`src/rtl/snn_neuron_delay_param.sv`:
```
// LIF neuron with per-synapse programmable axonal delay lines, saturating
// integration, refractory FSM and a saturating output spike counter.

// One synapse: tick-stepped shift register plus delay tap / bypass select.
module snn_delay_lane #(
    parameter int DMAX = 7,
    parameter int DW   = 3
) (
    input  logic          clk,
    input  logic          reset,
    input  logic          shift_en,
    input  logic          spike_in,
    input  logic [DW-1:0] delay_value,
    input  logic          delay_en,
    output logic          delayed_spike
);
    logic [DMAX-1:0] sr;
    logic [DW-1:0]   d;
    logic            tap;

    // Shift the raw spike in only on enabled tick cycles.
    always_ff @(posedge clk) begin
        if (reset)
            sr <= '0;
        else if (shift_en)
            sr <= DMAX'({sr, spike_in});
    end

    // Clamp the delay to the line depth, then pick the tap (d ticks old).
    always_comb begin
        d   = (delay_value > DW'(DMAX)) ? DW'(DMAX) : delay_value;
        tap = 1'b0;
        for (int k = 0; k < DMAX; k++)
            if (d == DW'(k + 1)) tap = sr[k];
        delayed_spike = (!delay_en || d == '0) ? spike_in : tap;
    end
endmodule

module snn_neuron_delay_param #(
    parameter int M     = 2,
    parameter int NBITS = 4,
    parameter int DMAX  = 7,
    parameter int DW    = $clog2(DMAX + 1),
    parameter int CW    = 8
) (
    input  logic              clk,
    input  logic              reset,
    input  logic              enable,
    input  logic              delay_tick,
    input  logic [M-1:0]      input_spikes,
    input  logic [M*NBITS-1:0] weights,
    input  logic [NBITS-1:0]  threshold,
    input  logic [NBITS-1:0]  decay,
    input  logic [NBITS-1:0]  refractory_period,
    input  logic [M*DW-1:0]   delay_values,
    input  logic [M-1:0]      delay_en,
    output logic [NBITS-1:0]  membrane_potential_out,
    output logic              spike_out,
    output logic              refractory_out,
    output logic [CW-1:0]     spike_count
);
    localparam int SW = NBITS + $clog2(M);
    localparam logic [NBITS-1:0] VMAX = '1;
    localparam logic [CW-1:0]    CMAX = '1;

    typedef enum logic {INTEGRATE, REFRACTORY} state_t;

    state_t                   state;
    logic [NBITS-1:0]         v;
    logic [NBITS-1:0]         refr_cnt;
    logic [M-1:0]             ds;
    logic [M-1:0][NBITS-1:0]  w_arr;
    logic [SW-1:0]            s;
    logic [SW:0]              t;
    logic [SW:0]              l;
    logic [NBITS-1:0]         vn;

    genvar gi;
    generate
        for (gi = 0; gi < M; gi++) begin : g_lane
            assign w_arr[gi] = weights[gi*NBITS +: NBITS];
            snn_delay_lane #(.DMAX(DMAX), .DW(DW)) u_lane (
                .clk          (clk),
                .reset        (reset),
                .shift_en     (enable & delay_tick),
                .spike_in     (input_spikes[gi]),
                .delay_value  (delay_values[gi*DW +: DW]),
                .delay_en     (delay_en[gi]),
                .delayed_spike(ds[gi])
            );
        end
    endgenerate

    // Weighted sum, leak with floor at zero, then saturate to NBITS.
    always_comb begin
        s = '0;
        for (int i = 0; i < M; i++)
            if (ds[i]) s = s + SW'(w_arr[i]);
        t  = (SW+1)'(v) + (SW+1)'(s);
        l  = (t > (SW+1)'(decay)) ? t - (SW+1)'(decay) : '0;
        vn = (l > (SW+1)'(VMAX)) ? VMAX : l[NBITS-1:0];
    end

    // Neuron FSM. The counter is loaded with P-1 so that a spike at edge k
    // keeps the neuron refractory for edges k+1..k+P; P=0 skips the state.
    always_ff @(posedge clk) begin
        if (reset) begin
            state       <= INTEGRATE;
            v           <= '0;
            refr_cnt    <= '0;
            spike_out   <= 1'b0;
            spike_count <= '0;
        end else if (!enable) begin
            spike_out <= 1'b0;
        end else begin
            case (state)
                INTEGRATE: begin
                    if (vn >= threshold) begin
                        spike_out <= 1'b1;
                        v         <= '0;
                        if (spike_count != CMAX)
                            spike_count <= spike_count + 1'b1;
                        if (refractory_period != '0) begin
                            state    <= REFRACTORY;
                            refr_cnt <= refractory_period - 1'b1;
                        end
                    end else begin
                        spike_out <= 1'b0;
                        v         <= vn;
                    end
                end
                REFRACTORY: begin
                    spike_out <= 1'b0;
                    v         <= '0;
                    if (refr_cnt == '0)
                        state <= INTEGRATE;
                    else
                        refr_cnt <= refr_cnt - 1'b1;
                end
                default: state <= INTEGRATE;
            endcase
        end
    end

    assign membrane_potential_out = v;
    assign refractory_out         = (state == REFRACTORY);
endmodule

```
`config.mk`:
```
export PLATFORM = sky130hd
export DESIGN_NAME = snn_neuron_delay_param
export DESIGN_NICKNAME = d
export VERILOG_FILES = /design/src/rtl/snn_neuron_delay_param.sv
export SDC_FILE = /design/constraint.sdc
export NUM_CORES = 1
export LEC_CHECK = 0
export BUFFER_PORTS_ARGS = -buffer_cell sky130_fd_sc_hd__buf_2
export CORE_UTILIZATION = 30
export CTS_CLUSTER_SIZE = 28
export DETAILED_ROUTE_END_ITERATION = 8
export GPL_ROUTABILITY_DRIVEN = 0
export SLEW_MARGIN = 20
export SYNTH_ARGS = -nofsm -noshare
export SYNTH_HDL_FRONTEND = slang
export SYNTH_SLANG_ARGS = --single-unit
```
`constraint.sdc`:
```
create_clock -name clk -period 15.63 [get_ports clk]
set_input_delay 3.126 -clock clk [delete_from_list [all_inputs] [get_ports clk]]
set_output_delay 3.126 -clock clk [all_outputs]
set_load 0.005 [all_outputs]
```
# Word-level counts from Yosys, hierarchy flattened
# Cells that the tools add are included.
[classes]
n_addsub = 6
magnitude_cmp = 5
eq_ne = 18
muxes = 34
bitwise = 3
n_reduce_logical = 11
[ops]
columns = ["cell", "n"]
rows = [
  ["3-bit equality test (second input constant)", 8],
  ["4-bit 2-to-1 mux", 6],
  ["1-bit 2-to-1 mux", 20],
  ["4-bit one-hot mux with 2 select lines", 2],
  ["3-bit by 2-bit equality test with 1-bit output (second input constant)", 4],
  ["8-bit by 1-bit adder with 8-bit output (second input constant)", 1],
  ["8-bit != test (second input constant)", 1],
  ["4-bit AND reduction", 2],
  ["4-bit by 1-bit subtractor with 4-bit output (second input constant)", 2],
  ["4-bit by 5-bit adder with 6-bit output", 1],
  ["3-bit by 1-bit equality test with 1-bit output (second input constant)", 2],
  ["3-bit > comparator (second input constant)", 2],
  ["6-bit by 4-bit > comparator with 1-bit output", 1],
  ["6-bit by 4-bit > comparator with 1-bit output (second input constant)", 1],
  ["3-bit logical NOT", 2],
  ["3-bit 2-to-1 mux", 2],
  ["6-bit 2-to-1 mux", 1],
  ["2-bit != test (second input constant)", 3],
  ["6-bit by 4-bit subtractor with 6-bit output", 1],
  ["5-bit by 4-bit adder with 5-bit output", 1],
  ["5-bit 2-to-1 mux", 1],
  ["4-bit >= comparator", 1],
  ["4-bit logical NOT", 1],
  ["1-bit one-hot mux with 2 select lines", 2],
  ["other kinds (6)", 9],
]
[totals]
reg_bits = 32
input_bits = 34

# Longest topological paths before layout
[logic_depth]
word_depth = 22
ltp_mapped = 27
ltp_nobuf = 27

# By module
# A second synthesis with hierarchy kept.
[unflattened]
cells_unflattened = 251
hier_area_um2 = 2222.1
[by_module_without_submodules]
columns = ["mod", "instances", "cells_each", "area_each_um2", "seq_area_each_um2"]
rows = [
  ["snn_neuron_delay_param", 1, 191, 1596.5, 360.3],
  ["snn_delay_lane", 2, 30, 312.8, 140.1],
]

# Worst setup path after synthesis
# OpenSTA, ideal clock, no wires.
[synth_timing]
kind = "input-to-reg"
startpoint = "in delay_values[0]"
endpoint = "reg spike_count[4]"
setup_ps = 121
t_arrival_ps = 8422
required_time_ps = 15509
path_slack_ps = 7087
cell_stages = 25
n_path_buf = 0
path_cell_list = "mux4_2 > a21oi_1 > a21oi_1 > and2_1 > ha_1 > fa_1 > mux2_2 > inv_1 > fa_1 > fa_1 > nor2b_1 > o21a_1 > nor2b_1 > nand4b_1 > mux2_4 > o221ai_4 > a21o_1 > ha_1 > nand2b_1 > a21o_1 > a21o_1 > a21oi_1 > nor3_1 > nand4_1 > mux2_2"
[synth_between]
elab_chain_cells = 21
elab_cells_between_ends = 30
cone_classes = "add/sub (3); order compare (4); eq/ne (7); mux (13); reduce/logical (3)"
[synth_lines]
columns = ["item", "line_no", "text"]
rows = [
  ["start: declaration", "55", "input logic [M*DW-1:0] delay_values,"],
  ["3-bit > comparator", "31", "d = (delay_value > DW'(DMAX)) ? DW'(DMAX) : delay_value;"],
  ["3-bit 2-to-1 mux *", "31", ""],
  ["3-bit by 1-bit equality test with 1-bit output", "34", "if (d == DW'(k + 1)) tap = sr[k];"],
  ["1-bit 2-to-1 mux (7 in series)", "34", ""],
  ["1-bit 2-to-1 mux *", "35", "delayed_spike = (!delay_en || d == '0) ? spike_in : tap;"],
  ["4-bit 2-to-1 mux *", "98", "if (ds[i]) s = s + SW'(w_arr[i]);"],
  ["5-bit by 4-bit adder with 5-bit output", "98", ""],
  ["5-bit 2-to-1 mux *", "98", ""],
  ["4-bit by 5-bit adder with 6-bit output *", "99", "t = (SW+1)'(v) + (SW+1)'(s);"],
  ["6-bit by 4-bit subtractor with 6-bit output or 6-bit by 4-bit > comparator with 1-bit output (tied branches)", "100", "l = (t > (SW+1)'(decay)) ? t - (SW+1)'(decay) : '0;"],
  ["6-bit 2-to-1 mux *", "100", ""],
  ["6-bit by 4-bit > comparator with 1-bit output", "101", "vn = (l > (SW+1)'(VMAX)) ? VMAX : l[NBITS-1:0];"],
  ["4-bit 2-to-1 mux *", "101", ""],
  ["4-bit >= comparator *", "118", "if (vn >= threshold) begin"],
  ["4-bit AND reduction (no line) *", "-", ""],
  ["end signal: assignment", "122", "spike_count <= spike_count + 1'b1;"],
  ["end: declaration", "60", "output logic [CW-1:0] spike_count"],
]
# Mark *: on every way between the ends. The rest lies on a longest branch, timed or not.
# A chain may end at the register's enable or synchronous reset.

# Final worst setup path
[layout_timing]
startpoint = "in delay_values[0]"
endpoint = "reg v[3], in the netlist membrane_potential_out[3]"
[layout_between]
elab_chain_cells = 22
elab_cells_between_ends = 31
cone_classes = "add/sub (3); order compare (4); eq/ne (7); mux (15); reduce/logical (2)"
[layout_lines]
columns = ["item", "line_no", "text"]
rows = [
  ["3-bit > comparator", "31", ""],
  ["3-bit 2-to-1 mux *", "31", ""],
  ["3-bit by 1-bit equality test with 1-bit output", "34", ""],
  ["1-bit 2-to-1 mux (7 in series)", "34", ""],
  ["1-bit 2-to-1 mux *", "35", ""],
  ["4-bit 2-to-1 mux *", "98", ""],
  ["5-bit by 4-bit adder with 5-bit output", "98", ""],
  ["5-bit 2-to-1 mux *", "98", ""],
  ["4-bit by 5-bit adder with 6-bit output *", "99", ""],
  ["6-bit by 4-bit subtractor with 6-bit output or 6-bit by 4-bit > comparator with 1-bit output (tied branches)", "100", ""],
  ["6-bit 2-to-1 mux *", "100", ""],
  ["6-bit by 4-bit > comparator with 1-bit output", "101", ""],
  ["4-bit 2-to-1 mux *", "101", ""],
  ["4-bit >= comparator", "118", ""],
  ["4-bit 2-to-1 mux *", "118", ""],
  ["4-bit one-hot mux with 2 select lines *", "116", "case (state)"],
  ["end signal: assignment", "129", "v <= vn;"],
  ["end: declaration", "69", "logic [NBITS-1:0] v;"],
]
# Marks and branches as above.

==> flow_summary_export.csv <==
group,metric,value,unit
finish,antenna_cells,0,
worst_setup_path,endpoint_kind,"flip-flop",
detailed_routing,via_per_inst,4.83,
clocking,clock_sinks,32,
clocking,cts_root_buffer,"clkbuf_8",
timing,grt_setup_unrepaired,"no",
clocking,cts_tree,"done",
run,drv_cap,0,
worst_setup_path,ff2ff_path_depth,25,
worst_setup_path,max_stage_delay,500,ps
hold_path,min_from,"g_lane[1].u_lane.sr[6]",
finish,drive_gt1_share,24.4,%
finish,layout.cells.non_filler,410,
logic_synthesis,synth-edff-count,0,
detailed_routing,first_iter_violations,76,
timing,setup_viol,0,
worst_setup_path,path_class,"input pin to flip-flop",
clocking,clkLatencyLatePin,290,ps
placed_design,dp_cells,402,
power,power.density,162,nW/um^2
logic_synthesis,ys_seq_area_share,28.5,%
clocking,clkTransAtPathRegs,80,ps
detailed_routing,routedWlPerCell,12.1,um
detailed_routing,drt-total-wl,4940,um
power,p_seq_share,24.8,%
timing,tightest_slew,700,ps
logic_synthesis,synth_top_area_cell,"dfxtp_1",
power,power.internal,0.253,mW
clocking,post-cts-setup-buffer-count,0,
floorplanning,start_util,31.0,%
clocking,cts_buffers,5,
finish,synthToLayoutAreaGrowth,19.8,%
worst_setup_path,cp_max_fo,8,
placed_design,dpl-instance-area,2580,um^2
timing,fin_tns_setup,0,ps
logic_synthesis,ys_seq_elements,32,
detailed_routing,vias,1982,
timing,drv_slew,0,
grt,grt_pass1_wl,8180,um
worst_setup_path,reg2reg_slack,9460,ps
finish,final_common_cell,"buf_2",
floorplanning,die_x,88.5,um
power,p_sw,0.183,mW
hold_path,hold_end,"g_lane[1].u_lane.sr[6]",
timing,skew,9.13,ps
timing,max_freq,113,MHz
power,leakagePower,1.15,nW
finish,nets,365,
worst_setup_path,critPathLaunchType,"input pin",
grt,grt_max_degree,37,
power,p_comb_share,56.6,%
grt,grt_pass1_vias,1808,
placed_design,place_hpwl,3810,um
clocking,h-tree-depth,2,
timing,fin_crit,8840,ps
clocking,cts_hold_buffers,0,
finish,num-fill-cells,763,
timing,finalCritPeriodShare,56.6,%
grt,grt.total_usage,13.4,%
floorplanning,coreArea,7250,um^2
power,vdd_drop_max,74.9,uV
floorplanning,die_area,7840,um^2
logic_synthesis,synth_area_leaders,"dfxtp_1, ha_1, nand2_1, a21oi_1, mux2_2",
logic_synthesis,ys.flop_type,"dfxtp_1",
outcome,status,"completed",
clocking,cts_resized,0,
hold_path,hold_depth,2,
floorplanning,die_h,88.5,um
worst_setup_path,r2r_start,"g_lane[0].u_lane.sr[3]",
floorplanning,num_rows,31,
logic_synthesis,async_reset_ff_share,0,%
floorplanning,pin_count,48,
clocking,cts.path.max_buffers,2,
placed_design,placement.io_buffers,47,
finish,fin_util,37.1,%
hold_path,min_path_type,"flip-flop to flip-flop",
timing,slew_headroom,53.3,%
logic_synthesis,syn_area_per_cell,8.54,um^2
detailed_routing,drc,0,
detailed_routing,drt_first_pass_iters,4,
power,switching_share,42.0,%
timing,hold_viol,0,
detailed_routing,ant_nets,0,
worst_setup_path,cp_data_arrival_time,9030,ps
logic_synthesis,yosys_warnings,0,
grt,grt_antenna_before_repair,0,
finish,final_cell_mix,"buf_2, nand2_1, dfxtp_1",
worst_setup_path,r2r-end,"membrane_potential_out[3]",
power,power_frac_clock,18.5,%
worst_setup_path,required,15820,ps
logic_synthesis,synth_area,2250,um^2
logic_synthesis,synth_top_cell_area_share,28.5,%
worst_setup_path,crit_slowest_cell,"mux4_2",
finish,fin_area,2690,um^2
logic_synthesis,synth_nets,318,
logic_synthesis,synthCells,263,
grt,overflow,0,
logic_synthesis,synth.distinct_cells,53,
power,p_total,0.436,mW
-- critical path, delay by kind of cell --
kind | cells | cell delay [ps]
fa+ha+maj | 5 | 1780
compound gates | 10 | 1800
simple gates | 6 | 1020
mux | 3 | 1090
buf+inv | 2 | 200
-- worst max-delay path by stage --
stage	start	end	slack, ps	cells past startpoint
3_3_place_gp	delay_values[0]	membrane_potential_out[2]	6570	26
4_1_cts	delay_values[0]	membrane_potential_out[2]	6770	26
3_5_place_dp	delay_values[0]	membrane_potential_out[2]	6470	27
2_1_floorplan	delay_values[0]	spike_count[4]	7090	25
6_report	delay_values[0]	membrane_potential_out[3]	6790	26
5_1_grt	delay_values[0]	membrane_potential_out[3]	6320	26
-- Yosys cell counts (6+ instances only) --
cell type	n
nand2_1	40
dfxtp_1	32
a21oi_1	28
ha_1	18
inv_1	14
nor2_1	14
nor2b_1	12
xnor2_1	8
a21o_1	7
mux2_2	7
clkbuf_1	6
-- logic make-up (layout without fill, tap and decap cells) --
kind of cell	Yosys count	count (layout)	share of synthesized area (%)
flops	32	32	28.5
buf+inv	21	69	3.51
fa+ha+maj	21	21	12.7
compound gates	66	66	21.3
simple gates	97	97	21.4
mux	17	17	9.08
xor+xnor	9	9	3.51
-- final cells by class --
type	instances	area, um^2	area share, %
multi-input cells	210	1530	56.8
flip-flops and latches	32	641	23.8
repair buffers	47	235	8.74
well taps	99	124	4.60
clock buffers	5	68.8	2.56
inverters	14	52.6	1.95
clock inverters	3	42.5	1.58
-- metrics by stage --
stage          hold WS [ps]  setup slack [ps]
2_1_floorplan           433              7090
3_3_place_gp            445              6570
3_5_place_dp            455              6470
4_1_cts                 468              6770
5_1_grt                 479              6320
6_report                461              6790
-- layer usage --
layer	wire, um	GRT usage [%]	up-vias
met4	21	3.23	0
met3	255	3.64	4
li1	-	-	1022
met1	2360	17.0	907
met2	2310	22.5	49
met5	0	0	-
-- flip-flops by register name (all words and copies together), names as in the netlist --
signal / count
g_lane.u_lane.sr: 14
spike_count: 8
membrane_potential_out: 4
refr_cnt: 4
refractory_out: 1
spike_out: 1
-- power by group through the flow --
stage	registers, mW	clock network (mW)	logic, mW
6_report	0.108	0.0809	0.247
2_1_floorplan	0.106	0	0.195
4_1_cts	0.108	0.0839	0.248
3_3_place_gp	0.111	0	0.245
3_5_place_dp	0.110	0	0.247
5_1_grt	0.110	0.0868	0.281
No activity file was read; power rests on OpenSTA's default activity.
